**config.mk**
```make
export PLATFORM = sky130hd
export DESIGN_NAME = matrix_mult_seq_flat
export DESIGN_NICKNAME = d
export VERILOG_FILES = /design/src/rtl/matrix_pkg.sv /design/src/rtl/matrix_mult_seq_if.sv /design/src/rtl/matrix_mac.sv /design/src/rtl/matrix_mult_seq.sv /design/src/flat_wrapper.sv
export SDC_FILE = /design/constraint.sdc
export NUM_CORES = 1
export LEC_CHECK = 0
export CAP_MARGIN = 20
export CORE_MARGIN = 2
export CORE_UTILIZATION = 47
export DETAILED_ROUTE_END_ITERATION = 12
export PLACE_DENSITY = 0.79
export REMOVE_ABC_BUFFERS = 1
export SETUP_SLACK_MARGIN = 0.02
export SKIP_LAST_GASP = 1
export SYNTH_ARGS = -nofsm -noshare
export SYNTH_HDL_FRONTEND = slang
export SYNTH_SLANG_ARGS = --single-unit
```
**constraint.sdc**
```tcl
create_clock -name clk -period 4.2 [get_ports clk]
set_input_delay 0.84 -clock clk [delete_from_list [all_inputs] [get_ports clk]]
set_output_delay 0.84 -clock clk [all_outputs]
set_load 0.05 [all_outputs]
```
**src/rtl/matrix_pkg.sv**
```systemverilog
// Shared types, mode encodings and packing helper for the sequential matrix block.
package matrix_pkg;

    typedef enum logic [1:0] {
        IDLE    = 2'd0,
        COMPUTE = 2'd1,
        DONE    = 2'd2
    } state_t;

    localparam logic [1:0] MODE_T   = 2'd0;
    localparam logic [1:0] MODE_AAT = 2'd1;
    localparam logic [1:0] MODE_ATA = 2'd2;
    localparam logic [1:0] MODE_AA  = 2'd3;

    // Bit offset of element (i,j) in a row-major vector with (0,0) in the MSBs.
    function automatic int unsigned elem_lsb(input int unsigned i, input int unsigned j,
                                             input int unsigned n, input int unsigned w);
        return (n * n - 1 - (i * n + j)) * w;
    endfunction

endpackage

```
**src/rtl/matrix_mult_seq_if.sv**
```systemverilog
// Job and result handshake bundle between loader, matrix block and consumer.
interface matrix_mult_seq_if #(
    parameter int unsigned N  = 2,
    parameter int unsigned DW = 4,
    parameter int unsigned RW = 8
) ();
    localparam int unsigned AW = N * N * DW;
    localparam int unsigned PW = N * N * RW;

    logic          in_valid;
    logic          in_ready;
    logic [AW-1:0] a_in;
    logic [1:0]    mode;
    logic          out_valid;
    logic          out_ready;
    logic [AW-1:0] t_out;
    logic [PW-1:0] r_out;
    logic          ovf;

    modport master (
        output in_valid, a_in, mode, out_ready,
        input  in_ready, out_valid, t_out, r_out, ovf
    );

    modport slave (
        input  in_valid, a_in, mode, out_ready,
        output in_ready, out_valid, t_out, r_out, ovf
    );
endinterface

```
**src/rtl/matrix_mac.sv**
```systemverilog
// Unsigned DW x DW multiply-accumulate with clear-on-first and a registered sum.
module matrix_mac #(
    parameter int unsigned DW    = 4,
    parameter int unsigned ACC_W = 9
) (
    input  logic             clk,
    input  logic             rst,
    input  logic             clr,
    input  logic             en,
    input  logic             first,
    input  logic [DW-1:0]    x,
    input  logic [DW-1:0]    y,
    output logic [ACC_W-1:0] sum_c
);
    localparam int unsigned PW = 2 * DW;

    logic [PW-1:0]    prod_c;
    logic [ACC_W-1:0] acc_q;

    assign prod_c = PW'(x) * PW'(y);
    assign sum_c  = (first ? '0 : acc_q) + ACC_W'(prod_c);

    // Accumulator holds the running partial sum between MAC cycles.
    always_ff @(posedge clk or posedge rst) begin
        if (rst) begin
            acc_q <= '0;
        end else if (clr) begin
            acc_q <= '0;
        end else if (en) begin
            acc_q <= sum_c;
        end
    end
endmodule

```
**src/rtl/matrix_mult_seq.sv**
```systemverilog
// Sequential NxN transpose plus A*A^T / A^T*A / A*A on one time-shared MAC.
module matrix_mult_seq
    import matrix_pkg::*;
#(
    parameter int unsigned N  = 2,
    parameter int unsigned DW = 4,
    parameter int unsigned RW = 8
) (
    input  logic            clk,
    input  logic            rst,
    matrix_mult_seq_if.slave bus
);
    localparam int unsigned ACC_W = 2 * DW + $clog2(N);
    localparam int unsigned AW    = N * N * DW;
    localparam int unsigned IW    = $clog2(N);

    state_t           state_q, state_d;
    logic [AW-1:0]    a_q;
    logic [1:0]       mode_q;
    logic [AW-1:0]    t_q;
    logic [AW-1:0]    t_in_c;
    logic [RW-1:0]    r_arr [N][N];
    logic [DW-1:0]    a_arr [N][N];
    logic             ovf_q;
    logic             valid_q;
    logic [IW-1:0]    i_q, j_q, k_q;

    logic             accept_c;
    logic             mac_en_c;
    logic             last_i_c, last_j_c, last_k_c, last_c;
    logic [DW-1:0]    x_c, y_c;
    logic [ACC_W-1:0] sum_c;
    logic             ovf_c;

    assign bus.in_ready  = (state_q == IDLE) && !rst;
    assign bus.out_valid = valid_q;
    assign bus.t_out     = t_q;
    assign bus.ovf       = ovf_q;

    assign accept_c = bus.in_valid && bus.in_ready;
    assign mac_en_c = (state_q == COMPUTE);
    assign last_i_c = (i_q == IW'(N - 1));
    assign last_j_c = (j_q == IW'(N - 1));
    assign last_k_c = (k_q == IW'(N - 1));
    assign last_c   = last_i_c && last_j_c && last_k_c;

    // Unpack stored A, transpose incoming A, and pack results onto the bus.
    for (genvar r = 0; r < N; r++) begin : g_row
        for (genvar c = 0; c < N; c++) begin : g_col
            assign a_arr[r][c] = a_q[elem_lsb(r, c, N, DW) +: DW];
            assign t_in_c[elem_lsb(r, c, N, DW) +: DW] = bus.a_in[elem_lsb(c, r, N, DW) +: DW];
            assign bus.r_out[elem_lsb(r, c, N, RW) +: RW] = r_arr[r][c];
        end
    end

    // Overflow is impossible when the result width covers full precision.
    if (RW >= ACC_W) begin : g_no_ovf
        assign ovf_c = 1'b0;
    end else begin : g_ovf
        assign ovf_c = |sum_c[ACC_W-1:RW];
    end

    // Operand fetch: X[i][k] and Y[k][j], with A^T read as A with swapped indices.
    always_comb begin
        x_c = a_arr[i_q][k_q];
        y_c = a_arr[j_q][k_q];
        case (mode_q)
            MODE_ATA: begin
                x_c = a_arr[k_q][i_q];
                y_c = a_arr[k_q][j_q];
            end
            MODE_AA: begin
                x_c = a_arr[i_q][k_q];
                y_c = a_arr[k_q][j_q];
            end
            default: ;
        endcase
    end

    matrix_mac #(
        .DW    (DW),
        .ACC_W (ACC_W)
    ) u_mac (
        .clk   (clk),
        .rst   (rst),
        .clr   (accept_c),
        .en    (mac_en_c),
        .first (k_q == '0),
        .x     (x_c),
        .y     (y_c),
        .sum_c (sum_c)
    );

    // State register.
    always_ff @(posedge clk or posedge rst) begin
        if (rst) begin
            state_q <= IDLE;
        end else begin
            state_q <= state_d;
        end
    end

    // Next-state logic.
    always_comb begin
        state_d = state_q;
        case (state_q)
            IDLE: begin
                if (accept_c) begin
                    state_d = (bus.mode == MODE_T) ? DONE : COMPUTE;
                end
            end
            COMPUTE: begin
                if (last_c) begin
                    state_d = DONE;
                end
            end
            DONE: begin
                if (bus.out_ready) begin
                    state_d = IDLE;
                end
            end
            default: state_d = IDLE;
        endcase
    end

    // Job capture, index walk, result write-back and sticky overflow.
    always_ff @(posedge clk or posedge rst) begin
        if (rst) begin
            a_q     <= '0;
            mode_q  <= '0;
            t_q     <= '0;
            ovf_q   <= 1'b0;
            valid_q <= 1'b0;
            i_q     <= '0;
            j_q     <= '0;
            k_q     <= '0;
            for (int r = 0; r < N; r++) begin
                for (int c = 0; c < N; c++) begin
                    r_arr[r][c] <= '0;
                end
            end
        end else begin
            valid_q <= (state_d == DONE);
            if (accept_c) begin
                a_q    <= bus.a_in;
                mode_q <= bus.mode;
                t_q    <= t_in_c;
                ovf_q  <= 1'b0;
                i_q    <= '0;
                j_q    <= '0;
                k_q    <= '0;
                for (int r = 0; r < N; r++) begin
                    for (int c = 0; c < N; c++) begin
                        r_arr[r][c] <= '0;
                    end
                end
            end else if (state_q == COMPUTE) begin
                if (last_k_c) begin
                    k_q            <= '0;
                    r_arr[i_q][j_q] <= RW'(sum_c);
                    if (ovf_c) begin
                        ovf_q <= 1'b1;
                    end
                    if (last_j_c) begin
                        j_q <= '0;
                        i_q <= last_i_c ? '0 : i_q + IW'(1);
                    end else begin
                        j_q <= j_q + IW'(1);
                    end
                end else begin
                    k_q <= k_q + IW'(1);
                end
            end
        end
    end
endmodule

```
**src/flat_wrapper.sv**
```systemverilog
// flat-port wrapper written by rule: the top's interface ports become plain ports
module matrix_mult_seq_flat import matrix_pkg::*;
#(
    parameter int unsigned N  = 2,
    parameter int unsigned DW = 4,
    parameter int unsigned RW = 8
)
  (clk, rst, bus_in_valid, bus_a_in, bus_mode, bus_out_ready, bus_in_ready, bus_out_valid, bus_t_out, bus_r_out, bus_ovf);
  matrix_mult_seq_if #(.N(N), .DW(DW), .RW(RW)) bus_i ();
  input  logic clk;
  input  logic rst;
  input wire logic [$bits(bus_i.in_valid)-1:0] bus_in_valid;
  input wire logic [$bits(bus_i.a_in)-1:0] bus_a_in;
  input wire logic [$bits(bus_i.mode)-1:0] bus_mode;
  input wire logic [$bits(bus_i.out_ready)-1:0] bus_out_ready;
  output wire logic [$bits(bus_i.in_ready)-1:0] bus_in_ready;
  output wire logic [$bits(bus_i.out_valid)-1:0] bus_out_valid;
  output wire logic [$bits(bus_i.t_out)-1:0] bus_t_out;
  output wire logic [$bits(bus_i.r_out)-1:0] bus_r_out;
  output wire logic [$bits(bus_i.ovf)-1:0] bus_ovf;
  assign bus_i.in_valid = bus_in_valid;
  assign bus_i.a_in = bus_a_in;
  assign bus_i.mode = bus_mode;
  assign bus_i.out_ready = bus_out_ready;
  assign bus_in_ready = bus_i.in_ready;
  assign bus_out_valid = bus_i.out_valid;
  assign bus_t_out = bus_i.t_out;
  assign bus_r_out = bus_i.r_out;
  assign bus_ovf = bus_i.ovf;
  matrix_mult_seq #(.N(N), .DW(DW), .RW(RW)) u_core (.clk(clk), .rst(rst), .bus(bus_i));
endmodule
```
Yosys cells after proc, flatten, opt, wreduce, memory -nomap -nowiden
Index checks and enable logic that the tools add are counted.
{"block": "word_totals", "regBits": 82, "output_inout_bits": 51, "elab_cells": 104}
{"block": "op_classes", "addsub": 4, "mul": 1, "n_lt_le_gt_ge": 5, "n_eq_ne": 5, "muxes": 55, "bitwise_logic": 3, "n_reduce_logical": 17}
{"operator": "$mux 32", "n": 3}
{"operator": "$mux 8", "n": 10}
{"operator": "$mux 4", "n": 14}
{"operator": "$bwmux 32", "n": 1}
{"operator": "$mux 9", "n": 3}
{"operator": "$demux 16 s1", "n": 1}
{"operator": "$mux 1", "n": 16}
{"operator": "$mux 16", "n": 1}
{"operator": "$add 9x8->9", "n": 1}
{"operator": "$demux 8 s1", "n": 1}
{"operator": "$eq 2x2->1 const B", "n": 4}
{"operator": "$mul 4x4->8", "n": 1}
{"operator": "$mux 2", "n": 4}
{"operator": "$reduce_bool 2->1", "n": 4}
{"operator": "$ge 2x2->1 const B", "n": 3}
{"operator": "$logic_and 1x1->1", "n": 6}
{"operator": "$not 1->2", "n": 3}
{"operator": "$pmux 2 s3", "n": 1}
{"operator": "$reduce_and 3->1", "n": 2}
{"operator": "$logic_not 2->1", "n": 2}
{"operator": "$lt 2x1->1 const B", "n": 2}
{"operator": "$add 1x1->1 const B", "n": 3}
{"operator": "$eq 2x1->1 const B", "n": 1}
{"operator": "$reduce_and 2->1", "n": 1}
{"operator": "2 further kinds", "n": 2}

Longest topological paths before layout
Gate-level depths: netlist of the first run.
{"block": "logic_depth", "ltp_word": 14, "ltp_mapped": 18, "mapped_depth_nobuf": 17}

By module
Synthesis of the first run repeated with hierarchy kept, for this count alone.
{"block": "hier_totals", "hier_cells": 437, "hier_area_um2": 4137.7}
{"mod": "matrix_mult_seq", "n_inst": 1, "cells_each": 289, "area_per_inst_um2": 2849.0}
{"mod": "matrix_mac", "n_inst": 1, "cells_each": 148, "area_per_inst_um2": 1288.7}

Worst setup path after synthesis of the first run
No wires, ideal clock.
{"block": "synth_path", "path_kind": "register -> register", "from": "reg u_core.a_q[7] (netlist: u_core.a_arr[7])", "to": "reg u_core.u_mac.acc_q[5]", "arrival_ns": 4.377, "slack_ns": -0.243, "stages_incl_launch_ff": 15, "period_less_slack_ns": 4.443, "cell_sequence": "dfrtp_1 > mux2i_1 > a211oi_1 > a31oi_1 > or2_2 > fa_1 > fa_1 > fa_1 > inv_1 > ha_1 > nor2b_1 > o21a_1 > o21a_1 > nor3_1 > mux2_2"}
{"block": "synth_between", "elab_chain_len": 11}
{"item": "start: declaration", "line": "matrix_mult_seq.sv:18", "rtl": "logic [AW-1:0] a_q;"}
{"item": "start signal: assignment", "line": "matrix_mult_seq.sv:145", "rtl": "a_q <= bus.a_in;"}
{"item": "$mux 8, on equally long branches (3 in a row)"}
{"item": "$mux 4, on equally long branches (3 in a row)"}
{"item": "$mux 4"}
{"item": "$mul 4x4->8 (*)", "line": "matrix_mac.sv:20", "rtl": "assign prod_c = PW'(x) * PW'(y);"}
{"item": "$add 9x8->9 (*)", "line": "matrix_mac.sv:21", "rtl": "assign sum_c = (first ? '0 : acc_q) + ACC_W'(prod_c);"}
{"item": "$mux 9 (*)", "line": "matrix_mac.sv:29", "rtl": "end else if (en) begin"}
{"item": "$mux 9 (*)", "line": "matrix_mac.sv:27", "rtl": "end else if (clr) begin"}
{"item": "end signal: assignment", "line": "matrix_mac.sv:30", "rtl": "acc_q <= sum_c;"}
{"item": "end: declaration", "line": "matrix_mac.sv:18", "rtl": "logic [ACC_W-1:0] acc_q;"}
Every way passes the cells marked *; elsewhere a longest branch is shown, timed or not. The select of a mux whose other input is x is not followed.
A chain may end at the register's enable or synchronous reset.

Worst setup path in the final report of the first run
{"block": "layout_path", "from": "reg u_core.mode_q[1]", "to": "reg u_core.u_mac.acc_q[5]"}
{"block": "layout_between", "elab_chain_len": 7}
{"item": "start: declaration", "line": "matrix_mult_seq.sv:19", "rtl": "logic [1:0] mode_q;"}
{"item": "start signal: assignment", "line": "matrix_mult_seq.sv:146", "rtl": "mode_q <= bus.mode;"}
{"item": "$eq 2x2->1", "line": "matrix_mult_seq.sv:67", "rtl": "case (mode_q)"}
{"item": "$reduce_or 2->1 (no source line)"}
{"item": "$mux 4"}
{"item": "$mul 4x4->8 (*)", "line": "matrix_mac.sv:20"}
{"item": "$add 9x8->9 (*)", "line": "matrix_mac.sv:21"}
{"item": "$mux 9 (*)", "line": "matrix_mac.sv:29"}
{"item": "$mux 9 (*)", "line": "matrix_mac.sv:27"}
Marked as above.

==> impl_summary.txt, run 1 <==
----------------------------------------------------
[Status]
  Outcome ... complete, but fails checks
  Violations in the final reports ... setup timing

[Route]
  Via count ... 3449
  Antenna-violating nets left ... 0
  Violation count after the first detailed-routing iteration ... about 230
  DRC ... 0
  Routed wire length ... around 10000 um
  Wirelength per Cell ... about 16 um
  Number of iterations in the first detailed-routing pass ... 4
  Via-to-Cell Ratio ... roughly 5.4

[Global routing]
  Pin count of the biggest net entering global routing ... 41
  Antenna violations before repair ... 0
  Via count of the first global-routing pass ... 3544
  Wire length of the first global-routing pass ... between 15000 and 20000 um
  Remaining Overflow, GRT ... 0
  Total GRT Usage ... 0.244

[Clocking]
  Depth of the CTS H-tree ... 3
  Number of clock sinks seen by CTS ... 66
  Worst-path clk slew ... roughly 0.070 ns
  Max Buffers Root-to-Sink ... 2
  CTS tree ... built
  Latest clock arrival within the worst-skew pair ... roughly 0.35 ns
  Post-CTS Hold Fix Bufs ... 0
  Root buffer selected by CTS ... clkbuf_8
  TritonCTS Buffers ... 9

[Cells and area]
  Post-layout instance count excluding filler cells ... around 630
  Area growth from synthesis to layout ... 38.9%
  Share of post-route cells with drive strength above 1 ... 0.192
  Finished Core Util ... 0.676
  Diodes inserted ... 0
  NumNets Final ... ~580

[STA]
  Unrepaired setup endpoints after global routing ... true
  Worst Clk Skew ... between 0.01 and 0.015 ns
  Maximum achievable frequency ... 0.235 GHz
  Min Clock Period, post-route ... between 4 and 5 ns
  Endpoints failing hold ... 0
  Max transition margin ... 0.362
  Max Transition Viols Final ... 0
  Transition at the pin with the smallest max-transition slack ... between 0.9 and 1 ns
  Final setup violation count ... 11
  Final clock period utilization by the worst path ... 1.01
  Minimum setup slack in the final design ... -0.0494 ns

[Synthesis]
  Mapped cell area ... about 3800 um^2
  Cell types with the largest area share after synthesis ... dfrtp_1 44%, nand2_1 11%, ha_1 5.6%
  Average cell area after synthesis ... roughly 9 um^2
  Cell count after synthesis ... approximately 420
  Yosys warnings ... 0
  Share of the yosys chip area belonging to registers ... 0.437
  Share of Yosys cell area claimed by the top area cell type ... 0.437
  Number of synthesized flops with an enable pin ... 0
  #FFs+latches synth ... 66
  Async set-reset flop share out of synthesis ... 1.00
  Leading area contributor after synthesis ... dfrtp_1
  Most instantiated flip-flop cell in the synthesis netlist ... dfrtp_1
  Distinct cell type count after synthesis ... 46

[Setup path]
  Startpoint class of the critical path ... register
  Max Fanout on Critical Path ... 9
  Element type at the critical path end ... register
  Arr. time, crit path ... approximately 4.5 ns
  Critical Path RT ... between 4 and 5 ns
  Setup crit start ... u_core.mode_q[1]
  Launching point of the worst reg2reg path ... u_core.mode_q[1]
  Setup Crit Path Kind ... reg -> reg

[Floorplan]
  Die area ... 8780 um^2
  Width of the die ... around 94 um
  Io pins ... 73
  Row Count ... 32
  Initial standard-cell utilization of the core ... 0.487
  Height of the chip ... 93.7 um
  Core Area ... between 7000 and 8000 um^2

[Place]
  Number of buffers inserted by port buffering ... 72
  RePlAce Congestion ... about 0.9
  Placed wire-length estimate ... 7430 um
  Cell Count Post-Placement ... around 610

[Hold path]
  Class of the tightest hold or removal check ... reg -> reg
  Startpoint of the worst hold path ... u_core.bus.ovf

[Run]
  Max-cap check violation count ... 0

----------------------------------------------------
## final timing paths
check	endpoint	slack (ns)	cells after the start
max in group asynchronous	u_core.u_mac.acc_q[7]	2.77	3
min	u_core.bus.ovf	0.49	2
min reg2reg	u_core.bus.ovf	0.49	2
min in group asynchronous	u_core.u_mac.acc_q[2]	1.01	3
max	u_core.u_mac.acc_q[5]	-0.05	15
max reg2reg	u_core.u_mac.acc_q[5]	-0.05	15
## flip-flops by register name, indices dropped and copies added (netlist names)
signal                flops
u_core.a_arr             15
u_core.i_q                1
u_core.u_mac.acc_q        9
u_core.k_q                1
u_core.bus.ovf            1
u_core.bus.out_valid      1
u_core.state_q            2
u_core.mode_q             2
u_core.bus.t_out          1
u_core.bus.r_out         32
u_core.j_q                1
## worst max-delay path: stages (launching register included)
cell,delay [ns]
dfrtp_2,0.44
buf_4,0.18
mux2i_1,0.13
a211oi_1,0.30
a31oi_1,0.10
or2_4,0.29
fa_1,0.51
fa_2,0.60
fa_1,0.42
inv_2,0.08
ha_4,0.20
nor2b_4,0.13
o21a_1,0.20
nor3_2,0.18
nor3_4,0.09
mux2_2,0.30
## synth_stat cells, drive strengths merged, types with 3 or more instances
cell / instances
and2: 4
o21ai: 8
mux2i: 8
a22o: 13
nand3: 9
nand2: 110
a311oi: 4
clkbuf: 7
nor3: 6
nand3b: 4
xnor2: 3
a211o: 4
buf: 14
a211oi: 8
nand2b: 7
a21oi: 19
a31oi: 9
fa: 9
or2: 4
dfrtp: 66
o21a: 3
nor2: 41
ha: 17
nor2b: 7
xor2: 4
inv: 20
## through the flow
step,cell area (um^2),setup TNS [ns],hold slack (ns),worst slack [ns]
after floorplan,3680,-7.98,0.449,-0.511
after global placement,4820,-3.06,0.471,-0.250
after detailed placement,4820,-5.39,0.477,-0.354
after CTS,5130,0,0.494,0.00707
after global routing,5250,-3.53,0.512,-0.218
final,5250,-0.190,0.490,-0.0494
## layout by cell type (no fill, tap or decap), drive strengths merged, types with 2 or more instances in the layout
cell type and instances:
xnor2 3, a22o 13, a311oi 4, clkdlybuf4s50 72, nand2b 7, xor2 4
or2 4, clkinv 3, buf 43, nor2b 7, mux2i 8, a31oi 9
fa 9, ha 17, clkbuf 11, a211oi 8, nand3 9, and2 4
nand3b 4, a21o 2, inv 21, nor3 6, nand2 110, o21a 3
nor2 41, o21ai 8, a21oi 19, dfrtp 66, a211o 4, a22oi 2
## logic make-up after synthesis
logic type / count (synthesis) / synth area share
flip-flops: 66 / 0.437
adder cells (fa/ha/maj): 26 / 0.104
AO/OA/AOI/OAI: 76 / 0.141
buffers and inverters: 41 / 0.0467
XOR/XNOR: 7 / 0.0162
multiplexers: 9 / 0.0242
AND/OR/NAND/NOR: 197 / 0.231
## routing by layer
metal / GRT usage / wire length, um / part of all wire
met5: 0 / 0 / 0
met4: 0.0954 / 197 / 0.019
met3: 0.0337 / 548 / 0.053
met2: 0.407 / 5240 / 0.51
met1: 0.323 / 4290 / 0.42
## layout make-up
cell class | count | area [um^2]
Clock buffer | 11 | 141
Clock inverter | 5 | 61.3
Fill cell | 586 | 2520
Inverter | 20 | 75.1
Multi-Input combinational cell | 315 | 2130
Sequential cell | 66 | 1650
Tap cell | 102 | 128
Timing Repair Buffer | 115 | 1060
## repair_timing
item,in CTS,in global routing
pin swaps,21,19
hold endpoints to repair,0,0
setup endpoints to repair,27,21
setup buffers,3,2
gates resized for setup,24,25
Power of run 1 is not shown: default switching activity piles up to over one toggle a cycle in this logic, so the estimate is an artifact.
==> inputs of run 2 (changes only) <==
--- a/config.mk
+++ b/config.mk
@@ -7,9 +7,9 @@
 export LEC_CHECK = 0
 export CAP_MARGIN = 20
 export CORE_MARGIN = 2
-export CORE_UTILIZATION = 47
+export CORE_UTILIZATION = 52
 export DETAILED_ROUTE_END_ITERATION = 12
-export PLACE_DENSITY = 0.79
+export PLACE_DENSITY = 0.83
 export REMOVE_ABC_BUFFERS = 1
 export SETUP_SLACK_MARGIN = 0.02
 export SKIP_LAST_GASP = 1
==> constraint.sdc (replaced) <==
create_clock -name clk -period 4.3 [get_ports clk]
set_input_delay 0.86 -clock clk [delete_from_list [all_inputs] [get_ports clk]]
set_output_delay 0.86 -clock clk [all_outputs]
set_load 0.05 [all_outputs]
==> run 2 against run 1 <==
  * The run still ends with setup timing left
  * Critical path depth up 2
  * Routed wire length decreased by 8.7%
  * Utilization up 4.4 points
==> impl_summary.txt, run 2 (synthesized netlist as in run 1, its figures left out) <==
----------------------------------------------------
[Route]
  DRC ... 0 (unchanged)
  Violation count after the first detailed-routing iteration ... 244 (+8.4%)
  Via-to-Cell Ratio ... 5.50 (+1.1%)
  Routed wire length ... 9380 um (-8.7%)
  Wirelength per Cell ... 15.2 um (-6.5%)
  Via count ... 3403 (-1.3%)
  Number of iterations in the first detailed-routing pass ... 5 (+1)
  Antenna-violating nets left ... 0 (unchanged)

[STA]
  Max transition margin ... 0.574 (+0.212)
  Transition at the pin with the smallest max-transition slack ... 0.639 ns (-0.318 ns)
  Max Transition Viols Final ... 0 (unchanged)
  Final clock period utilization by the worst path ... 1.00 (-0.00813)
  Minimum setup slack in the final design ... -0.0156 ns (+0.0338 ns)
  Min Clock Period, post-route ... 4.32 ns (+0.0662 ns)
  Maximum achievable frequency ... 0.232 GHz (-1.5%)
  Endpoints failing hold ... 0 (unchanged)
  Final setup violation count ... 4 (-7)
  Unrepaired setup endpoints after global routing ... true
  Worst Clk Skew ... 0.00789 ns (-0.00216 ns)
  Setup TNS ... -0.0416 ns (+0.148 ns)

[Clocking]
  Worst-path clk slew ... 0.07 ns (about the same)
  CTS tree ... built
  Max Buffers Root-to-Sink ... 2 (unchanged)
  Latest clock arrival within the worst-skew pair ... 0.35 ns (about the same)
  Depth of the CTS H-tree ... 3 (unchanged)
  Post-CTS Hold Fix Bufs ... 0 (unchanged)
  Root buffer selected by CTS ... clkbuf_8
  TritonCTS Buffers ... 9 (unchanged)
  Number of clock sinks seen by CTS ... 66 (unchanged)

[Setup path]
  Largest delay share family, worst path ... adder cells
  Setup Crit Path Kind ... reg -> reg
  Element type at the critical path end ... register
  Arr. time, crit path ... 4.54 ns (+0.05 ns)
  Largest stage delay on the critical path ... 0.59 ns (about the same)
  Max Fanout on Critical Path ... 6 (-3)
  Bufs and invs on worst path ... 3 (+1)
  Startpoint class of the critical path ... register
  Cell with the largest stage delay on the worst path ... fa_2
  Critical Path RT ... 4.53 ns (+0.09 ns)
  Critical-path cell list ... nor2b_4, nand2_2, a311oi_2, a31oi_1, or2_4, fa_1, fa_2, fa_1, inv_2, ha_4, buf_6, a21oi_2, nand2_2, a31oi_4, xor2_2, buf_6, o21ai_0

[Cells and area]
  Flip-flop count of the largest register, all copies and words added ... 32 (unchanged)
  Diodes inserted ... 0 (unchanged)
  Commonest non-fill, non-tap cells in the layout ... 106 x nand2_1, 72 x clkdlybuf4s50_1, 65 x dfrtp_1
  Finished Core Util ... 0.720 (+0.0439)
  NumNets Final ... 563 (-2.1%)
  Share of post-route cells with drive strength above 1 ... 0.162 (-0.0302)
  Number of fill cells in the layout ... 517 (-12%)
  Most common cell after layout, fill and taps aside ... nand2_1
  Final Cell Area ... 5140 um^2 (-2.1%)
  Area growth from synthesis to layout ... 35.9%

[Global routing]
  Wire length of the first global-routing pass ... 14800 um (-12%)
  Via count of the first global-routing pass ... 3126 (-12%)
  Pin count of the biggest net entering global routing ... 48 (+17%)
  Remaining Overflow, GRT ... 0 (unchanged)
  Total GRT Usage ... 0.240 (-0.00401)
  Antenna violations before repair ... 0 (unchanged)

[Floorplan]
  Width of the die ... 89.3 um (-4.7%)
  Row Count ... 31 (-3.1%)
  Core Area ... 7140 um^2 (-8.1%)
  Die area ... 7970 um^2 (-9.2%)
  Io pins ... 73 (unchanged)
  Initial standard-cell utilization of the core ... 0.530 (+0.0430)
  Height of the chip ... 89.3 um (-4.7%)

[Place]
  RePlAce Congestion ... 0.890 (-1.6%)
  Area after DPL ... 4760 um^2 (-1.3%)
  Post-placement worst setup slack ... -0.382 ns (-0.0282 ns)
  Number of buffers inserted by port buffering ... 72 (unchanged)
  Placed wire-length estimate ... 6670 um (-10%)

[Status]
  Violations in the final reports ... setup timing
  Outcome ... complete, but fails checks

[Run]
  Max-cap check violation count ... 0 (unchanged)

[Hold path]
  Class of the tightest hold or removal check ... reg -> reg

----------------------------------------------------
## run 2: cell types whose count changed in the layout (fill, tap and decap cells not counted), moves of 2 or more
| cell | delta |
|---|---|
| nor2_1 | +2 |
| buf_4 | -11 |
| nand2_1 | +5 |
| nand2_2 | -4 |
## run 2: area by class of cell
| type | instances | area [um^2] | area share |
|---|---|---|---|
| timing repair buffer | 103 | 965 | 0.188 |
| tap | 99 | 124 | 0.0241 |
| multi-input combinational | 315 | 2100 | 0.408 |
| clock inverter | 6 | 87.6 | 0.0170 |
| clock buffer | 10 | 138 | 0.0268 |
| inverter | 20 | 75.1 | 0.0146 |
| sequential | 66 | 1650 | 0.322 |
## run 2: final timing paths
kind / from / to / slack [ns] / cells past startpoint
max: u_core.mode_q[1] / u_core.bus.r_out[6] / -0.02 / 17
min: u_core.bus.ovf / u_core.bus.ovf / 0.50 / 2
max reg2reg: u_core.mode_q[1] / u_core.bus.r_out[6] / -0.02 / 17
min reg2reg: u_core.bus.ovf / u_core.bus.ovf / 0.50 / 2
max in group asynchronous: rst / u_core.k_q / 2.45 / 3
min in group asynchronous: rst / u_core.bus.out_valid / 0.89 / 2
## run 2: timing repair
action,in CTS,in global routing
buffers inserted,1,1
pin swaps,6,19
gates resized for setup,13,26
endpoints found under the setup margin,21,22
## run 2: tightest hold or removal path, cell delays in order (launching register included)
cell and delay (ns):
dfrtp_1 0.35, nand2_1 0.05, o21ai_1 0.07
## run 2: layer usage
layer | share of wire | wire, um | GRT usage
met1 | 0.43 | 4080 | 0.332
met2 | 0.49 | 4610 | 0.371
met3 | 0.056 | 524 | 0.0499
met4 | 0.019 | 177 | 0.0991
met5 | 0 | 0 | 0
## run 2: through the flow
step,hold slack [ns],cells
2_1_floorplan,0.449,401
5_1_grt,0.527,619
3_5_place_dp,0.483,603
6_report,0.498,619
3_3_place_gp,0.464,603
4_1_cts,0.499,620
Power of run 2 is left out for the same reason.
==> inputs of run 3 (changes only) <==
--- a/config.mk
+++ b/config.mk
@@ -6,7 +6,6 @@
 export NUM_CORES = 1
 export LEC_CHECK = 0
 export CAP_MARGIN = 20
-export CORE_MARGIN = 2
 export CORE_UTILIZATION = 52
 export DETAILED_ROUTE_END_ITERATION = 12
 export PLACE_DENSITY = 0.83
==> run 3 against run 2 <==
  * Clock-buffer cell count grew 1
  * First-iteration DRC count shrank 7.4%
  * Cell area is essentially flat
  * Clock skew shrank 0.00095 ns
  * Register-to-register slack gained 0.02 ns
  * Highest routed layer unchanged
  * The flow now finishes without violations
  * Non-clock buffer count grew 5
  * Via count grew 1.1%
  * Hold slack lost 0.0038 ns
  * Die area shrank 4.4%
  * Critical path depth grew 1
  * Routed wire length grew 9.5%
==> impl_summary.txt, run 3 (synthesized netlist as in run 1, its figures left out) <==
----------------------------------------------------
[Clocking]
  Post-CTS Hold Fix Bufs ... 0 (unchanged)
  CTS tree ... built
  Depth of the CTS H-tree ... 3 (unchanged)
  Worst-path clk slew ... 0.08 ns (about the same)
  Latest clock arrival within the worst-skew pair ... 0.35 ns (about the same)
  TritonCTS Buffers ... 9 (unchanged)
  Number of clock sinks seen by CTS ... 66 (unchanged)
  Max Buffers Root-to-Sink ... 2 (unchanged)
  Root buffer selected by CTS ... clkbuf_8

[STA]
  Endpoints failing hold ... 0 (unchanged)
  Unrepaired setup endpoints after global routing ... true
  Min Clock Period, post-route ... 4.29 ns (-0.0247 ns)
  Final setup violation count ... 0 (-4)
  Maximum achievable frequency ... 0.233 GHz (+0.57%)
  Max transition margin ... 0.582 (+0.00885)
  Transition at the pin with the smallest max-transition slack ... 0.625 ns (-0.0135 ns)
  Final clock period utilization by the worst path ... 0.998 (-0.00574)
  Max Transition Viols Final ... 0 (unchanged)
  Worst Clk Skew ... 0.00695 ns (-0.000949 ns)

[Floorplan]
  Io pins ... 73 (unchanged)
  Row Count ... 30 (-3.2%)
  Initial standard-cell utilization of the core ... 0.547 (+0.0177)
  Width of the die ... 87.3 um (-2.2%)
  Core Area ... 6910 um^2 (-3.2%)
  Height of the chip ... 87.3 um (-2.2%)
  Die area ... 7610 um^2 (-4.4%)

[Run]
  Max-cap check violation count ... 0 (unchanged)

[Route]
  Antenna-violating nets left ... 0 (unchanged)
  Number of iterations in the first detailed-routing pass ... 5 (unchanged)
  Wirelength per Cell ... 16.5 um (+9.1%)
  Routed wire length ... 10300 um (+9.5%)
  Via count ... 3440 (+1.1%)
  Via-to-Cell Ratio ... 5.54 (+0.76%)
  DRC ... 0 (unchanged)
  Violation count after the first detailed-routing iteration ... 226 (-7.4%)

[Setup path]
  Register-to-register path setup slack ... 0.009 ns (+0.02 ns)
  Cell with the largest stage delay on the worst path ... fa_1
  Critical-path cell list ... nor2b_1, buf_4, nand2_2, a311oi_2, a31oi_1, or2_4, fa_1, fa_1, fa_1, inv_2, ha_4, buf_6, a21oi_4, nand2_4, a31oi_4, xor2_1, buf_4, o21ai_0
  End of the worst register-to-register path ... u_core.bus.r_out[14]
  Cell occurring most often along the worst timing path ... fa_1
  Largest stage delay on the critical path ... 0.53 ns (-0.06 ns)
  Arr. time, crit path ... 4.52 ns (-0.02 ns)
  Launching point of the worst reg2reg path ... u_core.mode_q[1]
  Largest delay share family, worst path ... adder cells
  Bufs and invs on worst path ... 4 (+1)
  Startpoint class of the critical path ... register
  Max Fanout on Critical Path ... 6 (unchanged)
  Element type at the critical path end ... register
  Critical Path RT ... 4.53 ns (about the same)
  Setup Crit Path Kind ... reg -> reg
  Worst r2r path cells ... 18 (+1)

[Cells and area]
  Post-layout instance count excluding filler cells ... 621 (+0.32%)
  Flip-flop count of the largest register, all copies and words added ... 32 (unchanged)
  Diodes inserted ... 0 (unchanged)
  Share of post-route cells with drive strength above 1 ... 0.164 (+0.00227)
  Commonest non-fill, non-tap cells in the layout ... 106 x nand2_1, 72 x clkdlybuf4s50_1, 65 x dfrtp_1
  Finished Core Util ... 0.743 (+0.0235)
  Area growth from synthesis to layout ... 35.8% (about the same)
  NumNets Final ... 568 (+0.89%)
  Final Cell Area ... 5130 um^2 (about the same)
  Most common cell after layout, fill and taps aside ... nand2_1

[Hold path]
  Hold-critical path depth ... 2 (unchanged)
  Startpoint of the worst hold path ... u_core.bus.ovf
  Hold Path Sink ... u_core.bus.ovf
  Class of the tightest hold or removal check ... reg -> reg

[Global routing]
  Pin count of the biggest net entering global routing ... 40 (-17%)
  Remaining Overflow, GRT ... 0 (unchanged)
  Wire length of the first global-routing pass ... 15900 um (+7.8%)
  Antenna violations before repair ... 0 (unchanged)
  Total GRT Usage ... 0.274 (+0.0333)
  Via count of the first global-routing pass ... 3372 (+7.9%)

[Place]
  Area after DPL ... 4760 um^2 (about the same)
  Placed wire-length estimate ... 6990 um (+4.8%)
  RePlAce Congestion ... 0.860 (-3.4%)
  Number of buffers inserted by port buffering ... 72 (unchanged)
  Cell Count Post-Placement ... 601 (-0.33%)

[Status]
  Outcome ... complete, no violations

----------------------------------------------------
-- run 3: stage by stage --
step                setup slack (ns)  TNS, ns  hold WS, ns
floorplan                     -0.411    -5.63        0.449
global placement             -0.0862   -0.609        0.470
detailed placement            -0.193    -2.13        0.483
CTS                           0.0527        0        0.499
global route                  -0.231    -2.77        0.513
finish                       0.00908        0        0.494
-- run 3: worst reg2reg max path, delay by kind of cell (launching register included) --
kind            cells  cell delay (ns)
flops               1             0.40
xor+xnor            1             0.20
fa+ha+maj           4             1.75
compound gates      5             0.72
simple gates        4             0.60
buf+inv             4             0.50
-- run 3: layer usage --
layer | track usage | vias to the layer above | share of wire
met2 | 0.451 | 111 | 0.51
met3 | 0.0436 | 19 | 0.043
met4 | 0.101 | 0 | 0.024
li1 | - | 1613 | -
met5 | 0 | - | 0
met1 | 0.365 | 1697 | 0.43
-- run 3: worst max-delay path by stage --
stage / from / endpoint / slack (ns) / depth (start not counted)
after floorplan: u_core.mode_q[1] / u_core.u_mac.acc_q[5] / -0.41 / 15
after detailed placement: u_core.mode_q[1] / u_core.u_mac.acc_q[5] / -0.19 / 16
after CTS: u_core.mode_q[1] / u_core.bus.r_out[14] / 0.05 / 18
final: u_core.mode_q[1] / u_core.bus.r_out[14] / 0.009 / 18
after global placement: u_core.mode_q[1] / u_core.u_mac.acc_q[5] / -0.09 / 16
after global routing: u_core.mode_q[1] / u_core.bus.r_out[30] / -0.23 / 18
-- run 3: layout make-up --
| type | count | area, um^2 |
|---|---|---|
| multi-input combinational | 315 | 2100 |
| fill | 492 | 1770 |
| sequential | 66 | 1650 |
| timing repair buffer | 108 | 995 |
| clock buffer | 11 | 131 |
| tap | 96 | 120 |
| inverter | 20 | 75.1 |
| clock inverter | 5 | 55.1 |
-- run 3: timing repair --
| item | CTS | global route |
|---|---|---|
| endpoints found under the hold margin | 0 | 0 |
| pin swaps | 14 | 17 |
| buffers inserted | 3 | 1 |
| endpoints found under the setup margin | 22 | 22 |
| gates resized for setup | 9 | 29 |
Power of run 3 is left out for the same reason.
